$ cat config.mk
export PLATFORM = sky130hd
export DESIGN_NAME = adder16
export DESIGN_NICKNAME = d
export VERILOG_FILES = /design/src/rtl/adder16_pkg.sv /design/src/rtl/adder16_rca4.sv /design/src/rtl/adder16.sv
export SDC_FILE = /design/constraint.sdc
export NUM_CORES = 1
export LEC_CHECK = 0
export CAP_MARGIN = 20
export CORE_MARGIN = 2
export CORE_UTILIZATION = 50
export CTS_CLUSTER_DIAMETER = 50
export DETAILED_ROUTE_END_ITERATION = 10
export PLACE_DENSITY = 0.86
export RECOVER_POWER = 50
export SETUP_SLACK_MARGIN = 0.05
export SLEW_MARGIN = 20
export SYNTH_ARGS = -nofsm -noshare
export SYNTH_HDL_FRONTEND = slang
export SYNTH_HIERARCHICAL = 1
export SYNTH_SLANG_ARGS = --single-unit
$ cat constraint.sdc
create_clock -name clk -period 8.1 [get_ports clk]
set_clock_uncertainty 0.2 [all_clocks]
set_input_delay 0.81 -clock clk [delete_from_list [all_inputs] [get_ports clk]]
set_output_delay 0.81 -clock clk [all_outputs]
set_load 0.02 [all_outputs]
$ cat src/rtl/adder16_pkg.sv
// adder16 shared constants.
// Width and block size are fixed here and are not overridable.
package adder16_pkg;

    localparam int ADDER_W = 16;
    localparam int BLK_W   = 4;
    localparam int NUM_BLK = ADDER_W / BLK_W;

endpackage

$ cat src/rtl/adder16_rca4.sv
// 4-bit ripple-carry adder.
// Built from bit-level full-adder equations.
module rca4
    import adder16_pkg::*;
(
    input  logic [BLK_W-1:0] a,
    input  logic [BLK_W-1:0] b,
    input  logic             cin,
    output logic [BLK_W-1:0] s,
    output logic             cout
);

    logic [BLK_W:0] c;

    assign c[0] = cin;

    for (genvar i = 0; i < BLK_W; i++) begin : g_fa
        assign s[i]   = a[i] ^ b[i] ^ c[i];
        assign c[i+1] = (a[i] & b[i])
                      | (c[i] & (a[i] ^ b[i]));
    end

    assign cout = c[BLK_W];

endmodule

$ cat src/rtl/adder16.sv
// Registered 16-bit carry-select adder.
// Result {out_C, out_S} = in_A + in_B + in_C, one cycle later.
module adder16
    import adder16_pkg::*;
(
    input  logic               clk,
    input  logic               rst_n,
    input  logic [ADDER_W-1:0] in_A,
    input  logic [ADDER_W-1:0] in_B,
    input  logic               in_C,
    output logic [ADDER_W-1:0] out_S,
    output logic               out_C
);

    logic [NUM_BLK:0]   c;
    logic [ADDER_W-1:0] sum;

    assign c[0] = in_C;

    for (genvar i = 0; i < NUM_BLK; i++) begin : g_blk
        if (i == 0) begin : g_first
            rca4 u_rca (
                .a    (in_A[i*BLK_W +: BLK_W]),
                .b    (in_B[i*BLK_W +: BLK_W]),
                .cin  (c[i]),
                .s    (sum[i*BLK_W +: BLK_W]),
                .cout (c[i+1])
            );
        end else begin : g_sel
            logic [BLK_W-1:0] s0;
            logic [BLK_W-1:0] s1;
            logic             co0;
            logic             co1;

            rca4 u_rca0 (
                .a    (in_A[i*BLK_W +: BLK_W]),
                .b    (in_B[i*BLK_W +: BLK_W]),
                .cin  (1'b0),
                .s    (s0),
                .cout (co0)
            );

            rca4 u_rca1 (
                .a    (in_A[i*BLK_W +: BLK_W]),
                .b    (in_B[i*BLK_W +: BLK_W]),
                .cin  (1'b1),
                .s    (s1),
                .cout (co1)
            );

            // Incoming block carry picks the precomputed result.
            assign sum[i*BLK_W +: BLK_W] = c[i] ? s1 : s0;
            assign c[i+1]                = c[i] ? co1 : co0;
        end
    end

    always_ff @(posedge clk) begin
        if (!rst_n) begin
            out_S <= '0;
            out_C <= 1'b0;
        end else begin
            out_S <= sum;
            out_C <= c[NUM_BLK];
        end
    end

endmodule

==> flow_summary.toml, run 1 <==
[run_status]
status = "finished, final reports clean"

[placement]
dp_cells = 267
hpwl_mm = 2.31
gp_congestion = 0.745
place.port_buffers = 51

[floorplanning]
initial_utilization = 0.526
ios = 52
die_area_mm2 = 0.00368
fp.dieH_um = 60.7
core_mm2 = 0.00305
die_w_um = 60.7
std_cell_rows = 20

[synthesis]
ys.warnings.count = 6
yosysTopAreaCell = "fa_1"
synth_compound_area_frac = 0.0273
yosys.area.top_type_share = 0.349
synth_adder_area_share = 0.349
synth-edff-count = 0
synth_top_family_by_area = "adder cells"
synthFlopType = "dfxtp_1"
synth-seq-area-share = 0.212
synth_area_leaders = "fa_1 35%, dfxtp_1 21%, inv_1 16%"
synth.cell_area_mm2 = 0.00161
ys_seq_elements = 17
synth_mux_area_frac = 0.0639
ys_types = 19
syn_inst = 175
async_flop_share = 0
synthXorXnorAreaFrac = 0
synthSimpleGateAreaFrac = 0.148
synth_area_per_cell_um2 = 9.17

[grt]
gr-total-overflow = 0
grt_pass1_wl_mm = 4.57
grt_antenna_before_repair = 0
gr-usage-all-layers = 0.167
grt_pass1_vias = 1164
grt_max_degree = 33

[clock_tree]
holdBufCountCts = 0
cts_setup_buffers = 0
cts.sinks = 17
cts-htree-levels = 1
clk_pin_slew_ns = 0.10
cts.path.max_buffers = 2
cts_resized = 0
cts-buffers-inserted = 3
cts_tree = "done"
root_buffer = "clkbuf_4"

[setup_path]
crit_cells = 12
path_buf_inv = 5
max_stage_delay_ns = 0.61
endpoint_kind = "flip-flop"
crit_chain = "clkdlybuf4s50_1 > fa_1 > inv_1 > fa_1 > inv_1 > fa_1 > inv_1 > fa_1 > inv_1 > mux2i_4 > mux2i_1 > nor2b_1"
cp.arrival_ns = 3.70
required_ns = 8.10
crit_family = "adder cells"
cp_slowest_cell = "mux2i_4"
cp_max_fo = 19
cp-start-kind = "input port"
crit_start = "in_B[0]"
critPathKind = "input port to flip-flop"

[routing]
totalWireLength_mm = 2.73
wl_per_cell_um = 10.1
drt_first_iter_violations = 26
antenna_left = 0
drc_errors = 0
vias = 1197
vias_per_cell = 4.42
drtPass1Iterations = 4

[final_layout]
antenna_cells = 0
nets = 291
instances_no_fill = 271
fin_util = 0.709
drive_gt1_frac = 0.0441
syn2layout_area_growth_pct = 34.8

[timing]
final_hold_viol_count = 0
setup_tns_ns = 0
whs_ns = 1.09
max_slew.worst_pin.slew_ns = 0.920
setup_violations = 0
post-route-min-period_ns = 3.70
fmax_mhz = 270
finalCritPeriodShare = 0.457
rsz0062_at_grt = "no"
drv_slew = 0
maxSlewHeadroom = 0.385

[job]
drv_cap = 0

[power_and_ir_drop]
p_leak_nw = 1.13
ir_worst_vdd_mv = 0.0665
p_per_area_mw_per_mm2 = 130

[worst_hold_path]
hp-class = "input port to flip-flop"
hold_path_depth = 3
hp-start = "in_B[2]"
## final cells by class
cell class,count,area [µm²]
sequential,17,340
clock inverter,1,5.00
fill,261,890
tap,44,55.1
inverter,70,263
clock buffer,3,22.5
timing repair buffer,51,510
multi-input combinational,85,967
## placed cells by master, fill, tap and decap left out
cell type        count
and2_1               4
nand3b_1             5
fa_1                28
clkbuf_4             3
nor2b_1              8
a21o_2               5
mux2i_4              1
nand4b_1             5
nand3_1             10
inv_1               70
clkdlybuf4s50_1     34
mux2i_1              8
clkinv_2             1
dlygate4sd3_1       17
conb_1               6
nand4_1              5
dfxtp_1             17
## logic make-up (layout without fill, tap and decap cells)
group,count (synthesis),after routing
flip-flops,17,17
adder cells (fa/ha/maj),28,28
other,2,6
buffers and inverters,77,125
AND/OR/NAND/NOR,37,37
AO/OA/AOI/OAI,5,5
multiplexers,9,9
## synth_stat cells (2+ instances only)
library cell	number
inv_1	70
fa_1	28
dfxtp_1	17
nand3_1	10
mux2i_1	8
nor2b_1	8
a21o_2	5
nand3b_1	5
nand4_1	5
nand4b_1	5
and2_1	4
buf_6	2
conb_1	2
## worst paths after layout
| check | endpoint | slack (ns) |
|---|---|---|
| setup / recovery | out_S[10] | 4.40 |
| hold / removal | out_S[2] | 1.09 |
## per-layer routing
layer	global-route usage	vias up	wire length, µm
met5	0	-	0
met1	0.199	554	1130
met2	0.301	43	1390
met4	0.0528	0	27
met3	0.0341	4	188
li1	-	596	-
## state kept, by name, summed over array words and instances (netlist names)
signal and count:
out_S 16, out_C 1
## report_power, final
group	leakage (nW)	switching (mW)	internal, mW
combinational	0.968	0.0698	0.0655
clock	0.0177	0.0280	0.0184
sequential	0.142	0.00316	0.0968
total	1.13	0.101	0.181
## stage by stage
stage | total power [mW] | area (µm²) | worst slack, ns
after floorplan | 0.187 | 1620 | 4.99
after global placement | 0.240 | 2140 | 4.17
after detailed placement | 0.244 | 2140 | 4.03
after CTS | 0.292 | 2160 | 4.36
after global routing | 0.305 | 2160 | 4.21
final | 0.282 | 2160 | 4.40
(Power assumes the default switching activity.)
==> run 2, diff against run 1 <==
- CORE_UTILIZATION: 50 -> 46
- PLACE_DENSITY: 0.86 -> 0.8
- clock period: 8.1 -> 3.68 ns (I/O delays scaled with it)
==> flow_summary.toml, run 2 (synthesis gave the netlist of run 1 again) <==
[run_status]
status = "finished, final reports clean"

[final_layout]
final_common_cell = "inv_1"
reg_top3 = "out_S (16), out_C (1)"
largest_register_ffs = 16
nFillCells = 304
drive_gt1_frac = 0.0480
antenna_cells = 0
nets = 293
finish.instance_area_mm2 = 0.00218
final_cell_mix = "70 x inv_1, 34 x clkdlybuf4s50_1, 28 x fa_1, 17 x dlygate4sd3_1, 17 x dfxtp_1"
syn2layout_area_growth_pct = 35.8
top_register = "out_S"

[timing]
fmax_mhz = 327
drv_slew = 0
whs_ns = 0.658
rsz0062_at_grt = "no"
finalCritPeriodShare = 0.830
setup_violations = 0
fin_ws_ns = 0.625
post-route-min-period_ns = 3.05
final_hold_viol_count = 0
setup_tns_ns = 0
max_slew.worst_pin.slew_ns = 0.992
maxSlewHeadroom = 0.336

[placement]
preCtsSetupSlack_ns = 0.303
place.port_buffers = 51
hpwl_mm = 2.51
placed_area_mm2 = 0.00215
gp_congestion = 0.737

[floorplanning]
die_area_mm2 = 0.00398
core_mm2 = 0.00334
ios = 52
initial_utilization = 0.481
die_w_um = 63.1
std_cell_rows = 21
fp.dieH_um = 63.1

[setup_path]
cp.arrival_ns = 3.08
required_ns = 3.71
crit_chain = "clkdlybuf4s50_1 > fa_1 > inv_1 > fa_1 > inv_1 > fa_1 > inv_1 > fa_1 > inv_1 > mux2i_4 > buf_4 > nand4b_1 > nand3_1"
max_stage_delay_ns = 0.49
endpoint_kind = "flip-flop"
cp-start-kind = "input port"
critPathKind = "input port to flip-flop"
crit_family = "buffers and inverters"
cp_max_fo = 12
cp_slowest_cell = "clkdlybuf4s50_1"
path_buf_inv = 6

[clock_tree]
cts_setup_buffers = 0
cts_resized = 0
root_buffer = "clkbuf_4"
cts.path.max_buffers = 2
holdBufCountCts = 0
clk_pin_slew_ns = 0.09
cts_tree = "done"
cts.sinks = 17
cts-buffers-inserted = 3
cts-htree-levels = 1

[routing]
wl_per_cell_um = 10.8
vias_per_cell = 4.37
drc_errors = 0
vias = 1202
drtPass1Iterations = 4
drt_first_iter_violations = 42
antenna_left = 0
totalWireLength_mm = 2.97

[worst_hold_path]
hp-class = "input port to flip-flop"

[power_and_ir_drop]
p_int_uw = 403
p_sw_uw = 221
p_per_area_mw_per_mm2 = 287
combPwrFrac = 0.491
clkPwrFrac = 0.156
power_uw = 625
sequentialPowerShare = 0.353
switching_share = 0.354
ir_worst_vdd_mv = 0.120
p_leak_nw = 1.13

[grt]
grt_pass1_wl_mm = 5.35
gr-usage-all-layers = 0.170
grt_antenna_before_repair = 0
gr-total-overflow = 0
grt_pass1_vias = 1299
grt_max_degree = 33

[job]
drv_cap = 0
-- run 2: cell count changes in the layout (fill, tap and decap cells not counted), sizes merged --
cell | previous run | this run
buf | 0 | 2
clkbuf | 3 | 4
clkinv | 1 | 0
-- run 2: through the flow --
| step | util | cells |
|---|---|---|
| after floorplan | - | 179 |
| after global placement | 0.645 | 271 |
| after detailed placement | 0.645 | 271 |
| after CTS | 0.653 | 275 |
| after global routing | 0.653 | 275 |
| final | 0.653 | 275 |
-- run 2: power by group through the flow --
stage / Sequential [mW] / Combinational [mW] / Clock (mW)
3_5_place_dp: 0.226 / 0.319 / 0
5_1_grt: 0.224 / 0.345 / 0.113
4_1_cts: 0.222 / 0.320 / 0.103
6_report: 0.220 / 0.307 / 0.0977
3_3_place_gp: 0.226 / 0.306 / 0
2_1_floorplan: 0.263 / 0.148 / 0
-- run 2: layout make-up --
cell class	instances	area [µm²]	share of cell area
Multi-Input combinational cell	85	967	0.444
Timing Repair Buffer	53	526	0.241
Sequential cell	17	340	0.156
Inverter	70	263	0.121
Tap cell	46	57.6	0.0264
Clock buffer	4	26.3	0.0121
-- run 2: worst paths after layout --
kind | startpoint | end | slack [ns] | cells past startpoint
worst max-delay path | in_A[0] | out_S[13] | 0.63 | 13
worst min-delay path | in_C | out_S[0] | 0.66 | 3
-- run 2: layer usage --
metal  wire length, µm  track usage
met1              1190        0.184
met2              1620        0.323
met3               155       0.0411
met4                10       0.0472
met5                 0            0
-- run 2: worst min-delay path, stage by stage --
cell and delay, ns:
clkdlybuf4s50_1 0.48, fa_1 0.16, and2_1 0.11
